**config.mk**
```make
export PLATFORM = sky130hd
export DESIGN_NAME = sample_sequencer_flat
export DESIGN_NICKNAME = d
export VERILOG_FILES = /design/src/rtl/sampler_pkg.sv /design/src/rtl/sample_sequencer_if.sv /design/src/rtl/sampler_lfsr.sv /design/src/rtl/sample_sequencer.sv /design/src/flat_wrapper.sv
export SDC_FILE = /design/constraint.sdc
export NUM_CORES = 1
export LEC_CHECK = 0
export ABC_AREA = 1
export BUFFER_PORTS_ARGS = -buffer_cell sky130_fd_sc_hd__clkbuf_2
export CAP_MARGIN = 20
export CORE_MARGIN = 4
export CORE_UTILIZATION = 50
export CTS_CLUSTER_SIZE = 28
export DETAILED_ROUTE_END_ITERATION = 8
export PLACE_DENSITY = 0.77
export SETUP_SLACK_MARGIN = 0.4
export SLEW_MARGIN = 5
export SYNTH_ARGS = -nofsm -noshare
export SYNTH_HDL_FRONTEND = slang
export SYNTH_HIERARCHICAL = 1
export SYNTH_SLANG_ARGS = --single-unit
```
**constraint.sdc**
```tcl
create_clock -name clk -period 3.1 [get_ports clk]
set_input_delay 0.62 -clock clk [delete_from_list [all_inputs] [get_ports clk]]
set_output_delay 0.62 -clock clk [all_outputs]
set_load 0.005 [all_outputs]
```
**src/rtl/sampler_pkg.sv**
```systemverilog
// sampler_pkg: shared FSM states and LFSR constants for the sample sequencer.
package sampler_pkg;
   typedef enum logic [2:0] {IDLE, TRY, HOLD, DONE, FAIL} state_t;
   localparam logic [31:0] LFSR_TAPS = 32'h80200003;
   localparam logic [31:0] LFSR_ONE  = 32'h1;
endpackage

```
**src/rtl/sample_sequencer_if.sv**
```systemverilog
// sample_sequencer_if: accepted-sample valid/ready handshake.
interface sample_sequencer_if #(parameter int DW = 32);
   logic          smp_valid;
   logic [DW-1:0] smp_data;
   logic          smp_ready;
   modport master (output smp_valid, smp_data, input smp_ready);
   modport slave  (input smp_valid, smp_data, output smp_ready);
endinterface

```
**src/rtl/sampler_lfsr.sv**
```systemverilog
// sampler_lfsr: right-shift Galois LFSR with seed load; a zero seed is replaced by 1.
module sampler_lfsr
   import sampler_pkg::*;
#(
   parameter int DW = 32
) (
   input  logic          clk,
   input  logic          rst,
   input  logic          load,
   input  logic [DW-1:0] seed,
   input  logic          step,
   output logic [DW-1:0] value
);
   always_ff @(posedge clk or posedge rst)
      if (rst) value <= DW'(LFSR_ONE);
      else if (load) value <= (seed == '0) ? DW'(LFSR_ONE) : seed;
      else if (step) value <= (value >> 1) ^ (value[0] ? DW'(LFSR_TAPS) : '0);
endmodule

```
**src/rtl/sample_sequencer.sv**
```systemverilog
// sample_sequencer: walks an LFSR, emits candidates the external checker accepts,
// and stops after num_samples hits or max_attempts misses for one sample.
module sample_sequencer
   import sampler_pkg::*;
#(
   parameter int DW = 32,
   parameter int CW = 16
) (
   input  logic                clk,
   input  logic                rst,
   input  logic                start,
   input  logic [DW-1:0]       seed,
   input  logic [CW-1:0]       num_samples,
   input  logic [CW-1:0]       max_attempts,
   output logic [DW-1:0]       cand,
   input  logic                sat,
   sample_sequencer_if.master  smp,
   output logic                busy,
   output logic                done,
   output logic                fail,
   output logic [CW-1:0]       attempts
);
   state_t        state;
   logic [CW-1:0] count, num_q, max_q;
   logic          idle_like, load, step, hit;
   logic [CW-1:0] att_inc;

   assign idle_like = (state == IDLE) || (state == DONE) || (state == FAIL);
   assign load      = start && idle_like;
   assign step      = ((state == TRY) && !sat) || ((state == HOLD) && smp.smp_ready);
   assign att_inc   = (&attempts) ? attempts : attempts + CW'(1);
   assign hit       = (max_q != '0) && (attempts + CW'(1) == max_q);

   sampler_lfsr #(.DW(DW)) u_lfsr (
      .clk   (clk),
      .rst   (rst),
      .load  (load),
      .seed  (seed),
      .step  (step),
      .value (cand)
   );

   always_ff @(posedge clk or posedge rst)
      if (rst) begin
         state         <= IDLE;
         smp.smp_valid <= 1'b0;
         smp.smp_data  <= '0;
         busy          <= 1'b0;
         done          <= 1'b0;
         fail          <= 1'b0;
         attempts      <= '0;
         count         <= '0;
         num_q         <= '0;
         max_q         <= '0;
      end else begin
         case (state)
            IDLE, DONE, FAIL:
               if (start) begin
                  num_q    <= num_samples;
                  max_q    <= max_attempts;
                  count    <= '0;
                  attempts <= '0;
                  fail     <= 1'b0;
                  done     <= (num_samples == '0);
                  busy     <= (num_samples != '0);
                  state    <= (num_samples == '0) ? DONE : TRY;
               end
            TRY:
               if (sat) begin
                  smp.smp_data  <= cand;
                  smp.smp_valid <= 1'b1;
                  state         <= HOLD;
               end else begin
                  attempts <= att_inc;
                  if (hit) begin
                     state <= FAIL;
                     fail  <= 1'b1;
                     busy  <= 1'b0;
                  end
               end
            HOLD:
               if (smp.smp_ready) begin
                  smp.smp_valid <= 1'b0;
                  count         <= count + CW'(1);
                  attempts      <= '0;
                  if (count + CW'(1) == num_q) begin
                     state <= DONE;
                     done  <= 1'b1;
                     busy  <= 1'b0;
                  end else state <= TRY;
               end
            default: state <= IDLE;
         endcase
      end
endmodule

```
**src/flat_wrapper.sv**
```systemverilog
// flat-port wrapper written by rule: the top's interface ports become plain ports
module sample_sequencer_flat import sampler_pkg::*;
#(
   parameter int DW = 32,
   parameter int CW = 16
)
  (clk, rst, start, seed, num_samples, max_attempts, cand, sat, busy, done, fail, attempts, smp_smp_valid, smp_smp_data, smp_smp_ready);
  sample_sequencer_if #(.DW(DW)) smp_i ();
  input  logic clk;
  input  logic rst;
  input  logic start;
  input  logic [DW-1:0] seed;
  input  logic [CW-1:0] num_samples;
  input  logic [CW-1:0] max_attempts;
  output logic [DW-1:0] cand;
  input  logic sat;
  output logic busy;
  output logic done;
  output logic fail;
  output logic [CW-1:0] attempts;
  output wire logic [$bits(smp_i.smp_valid)-1:0] smp_smp_valid;
  output wire logic [$bits(smp_i.smp_data)-1:0] smp_smp_data;
  input wire logic [$bits(smp_i.smp_ready)-1:0] smp_smp_ready;
  assign smp_smp_valid = smp_i.smp_valid;
  assign smp_smp_data = smp_i.smp_data;
  assign smp_i.smp_ready = smp_smp_ready;
  sample_sequencer #(.DW(DW), .CW(CW)) u_core (.clk(clk), .rst(rst), .start(start), .seed(seed), .num_samples(num_samples), .max_attempts(max_attempts), .cand(cand), .sat(sat), .smp(smp_i), .busy(busy), .done(done), .fail(fail), .attempts(attempts));
endmodule
```
==> results.tsv <==
stage	metric	value	unit
setup_path	Arr. time, crit path	2.75	ns
timing	Fmax achieved	0.415	GHz
placement	Buffers on Ports	152	
yosys	Netlist cell types	42	
routing	initial DRC count	466	
setup_path	Worst EP required	3.44	ns
clocking	H-tree depth	4	
yosys	Synth Instances	900	
clocking	Max Buffers Root-to-Sink	2	
yosys	top_reg_cell synth	dfrtp_1	
floorplanning	num rows	43	
yosys	asr flop ratio synth	100	%
setup_path	Worst setup startpoint	u_core/state[0]	
clocking	root buffer cell	clkbuf_16	
clocking	clk_lat worst skew	0.42	ns
floorplanning	chip height	129	um
timing	Clock Skews	0.00565	ns
min_path	Hold WC Path Type	in2async	
routing	post-route ant nets	0	
yosys	Yosys warnings	6	
yosys	synth cell count leaders	236 x nand2_1, 134 x dfrtp_1, 100 x nor2_1	
setup_path	Max FO, Critical Path	30	
yosys	Post-synth EDFFs	0	
setup_path	slowest CP cell	dfrtp_1	
placement	hpwl dp	13800	um
yosys	top-count cell post-synth	nand2_1	
global_route	initial antenna violation count	0	
setup_path	FF-to-FF path depth	14	
floorplanning	Initial Util	51.7	%
placement	Post-Place Worst Slack	0.557	ns
timing	fin crit share	77.7	%
routing	router iterations before antenna repair	5	
floorplanning	Die X	129	um
timing	unrepaired setup endpoints after global routing	no	
placement	area of placed instances	0.00816	sq mm
setup_path	RR Endpoint	u_core/u_lfsr/value[8]	
yosys	Mapped Avg Cell Area	8.07	sq um
setup_path	critical-path cell list	inv_2 > nor2_2 > a21oi_1 > o21ai_2 > nor2_1 > nor2_2 > inv_1 > nor2_4 > inv_1 > o21ai_1 > nor2_4 > inv_4 > nor2_1 > a21oi_1	
setup_path	Worst Path Class, Setup	reg2reg	
clocking	clk slew on worst S/H paths	0.06	ns
clocking	TritonCTS Sinks	135	
yosys	largest cells by area after synthesis	dfrtp_1 46%, nand2_1 12%, nor2_1 5.2%	
pwr	Lkg Pwr	4.18	nW
setup_path	RR Startpoint	u_core/state[0]	
global_route	total gr overflow	0	
pwr	VDD IR-drop max	0.609	mV
cells_and_area	fin nets	1125	
yosys	biggest area consumer among synthesized cells	dfrtp_1	
global_route	vias in the first global route	6275	
timing	Final Setup Violations	0	
timing	Final Hold Vio Count	0	
timing	minimum clock period	2.41	ns
setup_path	CP top delay family	simple AND/OR/NAND/NOR gates	
global_route	first-pass GRT wire length	30700	um
placement	placed cell count	1215	
yosys	Mapped Area	0.00727	sq mm
floorplanning	DIE AREA	0.0165	sq mm
timing	Slew @ Worst Pin	0.732	ns
setup_path	CP Capture Type	register	
placement	gp weighted congestion	0.907	
setup_path	reg2reg setup slack	0.69	ns
yosys	Syn Nets	971	
routing	DRC errors left	0	
yosys	sequential share of the synthesized area	46.5	%
routing	routed wire length per instance	15.1	um
timing	Setup Total Neg Slack	0	ns
outcome	status	finished clean	
clocking	TritonCTS buffer count	17	
yosys	share of the synthesized area in the top cell type	46.2	%
routing	DR vias/cell	5.29	
clocking	CTS tree	yes	
global_route	largest net degree at the start of global routing	78	
pwr	power per standard cell area	969	mW/mm^2
cells_and_area	Syn-to-layout area delta	20.7	%
floorplanning	core area	0.0140	sq mm
cells_and_area	share of post-route cells with drive strength above 1	26.1	%
timing	slew margin rel.	50.7	%
setup_path	crit path launch type	register	
routing	Post-Route WL	18800	um
cells_and_area	Final Cell Area	0.00877	sq mm
run	max_cap viols	0	
global_route	total track usage	23.4	%
cells_and_area	antenna cell count	0	
setup_path	Buf/Inv on CP	4	
timing	Slew Viols, Final	0	
cells_and_area	fin cells	1247	
setup_path	Max stage delay on crit path	0.42	ns
yosys	FF+latch count, synth	135	
routing	DR vias	6597	
floorplanning	# IOs	153	
timing	final setup margin	0.692	ns
cell usage in the layout, fill, tap and decap left out, types with 5 or more instances in the layout:
master,instances
a21oi_1,35
buf_4,9
clkbuf_16,17
clkbuf_2,152
clkinvlp_4,5
dfrtp_1,134
inv_1,87
inv_2,7
mux2_2,32
nand2_1,236
nand2_2,8
nand3_1,55
nand3b_1,9
nand4_1,13
nor2_1,100
nor2_2,6
nor2_4,5
o21ai_0,52
o21ai_1,30
o22ai_1,14
o22ai_2,10
xor2_1,5
report_power, final:
part	switching, mW	total, mW	internal, mW
registers	0.599	3.09	2.49
clock network	0.794	2.05	1.26
logic	1.98	3.36	1.38
total	3.37	8.50	5.13
worst max path at each step:
stage / endpoint / slack [ns] / cells after the start
floorplan: u_core/u_lfsr/value[10] / 0.88 / 15
global placement: u_core/u_lfsr/value[1] / 0.70 / 11
detailed placement: u_core/u_lfsr/value[19] / 0.56 / 13
CTS: u_core/u_lfsr/value[17] / 0.53 / 13
global route: u_core/u_lfsr/value[1] / 0.44 / 14
finish: u_core/u_lfsr/value[8] / 0.69 / 14
routing by layer:
metal	vias to the layer above	global-route usage, %	part of all wire [%]
met2	216	36.5	47
met4	0	6.05	1.1
met1	3100	31.9	44
met3	17	7.51	8.0
met5	-	0	0
li1	3264	-	-
cells by family after synthesis:
kind of cell / Yosys count / share of synthesized area, %
AO/OA/AOI/OAI: 150 / 12.2
XOR/XNOR: 10 / 1.39
AND/OR/NAND/NOR: 445 / 26.9
flip-flops: 135 / 46.5
adder cells (fa/ha/maj): 2 / 0.344
buffers and inverters: 126 / 7.68
multiplexers: 32 / 4.96
worst reg2reg max path, delay by kind of cell, from the launching register on:
family	cells	cell delay, ns
and+or+nand+nor	6	0.74
AOI/OAI and AO/OA	4	0.63
DFF	1	0.42
buffers and inverters	4	0.54
sequential cells by signal, summed over array words and instances (netlist names):
name                  cells
u_core/smp.smp_data      32
u_core/u_lfsr/value      32
u_core/attempts          16
u_core/count             16
u_core/max_q             16
u_core/num_q             16
u_core/state              3
u_core/busy               1
u_core/done               1
u_core/fail               1
u_core/smp.smp_valid      1
cell type report:
class,instances,area [sq um]
Clock buffer,20,467
Tap cell,180,225
Sequential cell,135,3380
Multi-Input combinational cell,639,3330
Fill cell,1213,5280
Inverter,99,380
Timing Repair Buffer,162,848
Clock inverter,12,139
repair_timing:
action / CTS / global route
gates resized for setup: 0 / 4
hold buffers: 0 / 0
setup endpoints to repair: 0 / 31
setup buffers: 0 / 0
stage by stage:
stage	utilization (%)	hold slack (ns)	total power, mW
6_report	62.4	0.311	8.50
5_1_grt	62.4	0.330	9.14
4_1_cts	62.4	0.316	8.54
3_5_place_dp	58.1	0.476	6.45
3_3_place_gp	58.1	0.457	6.35
2_1_floorplan	-	0.464	5.41
No activity file was read; power rests on OpenSTA's default activity.
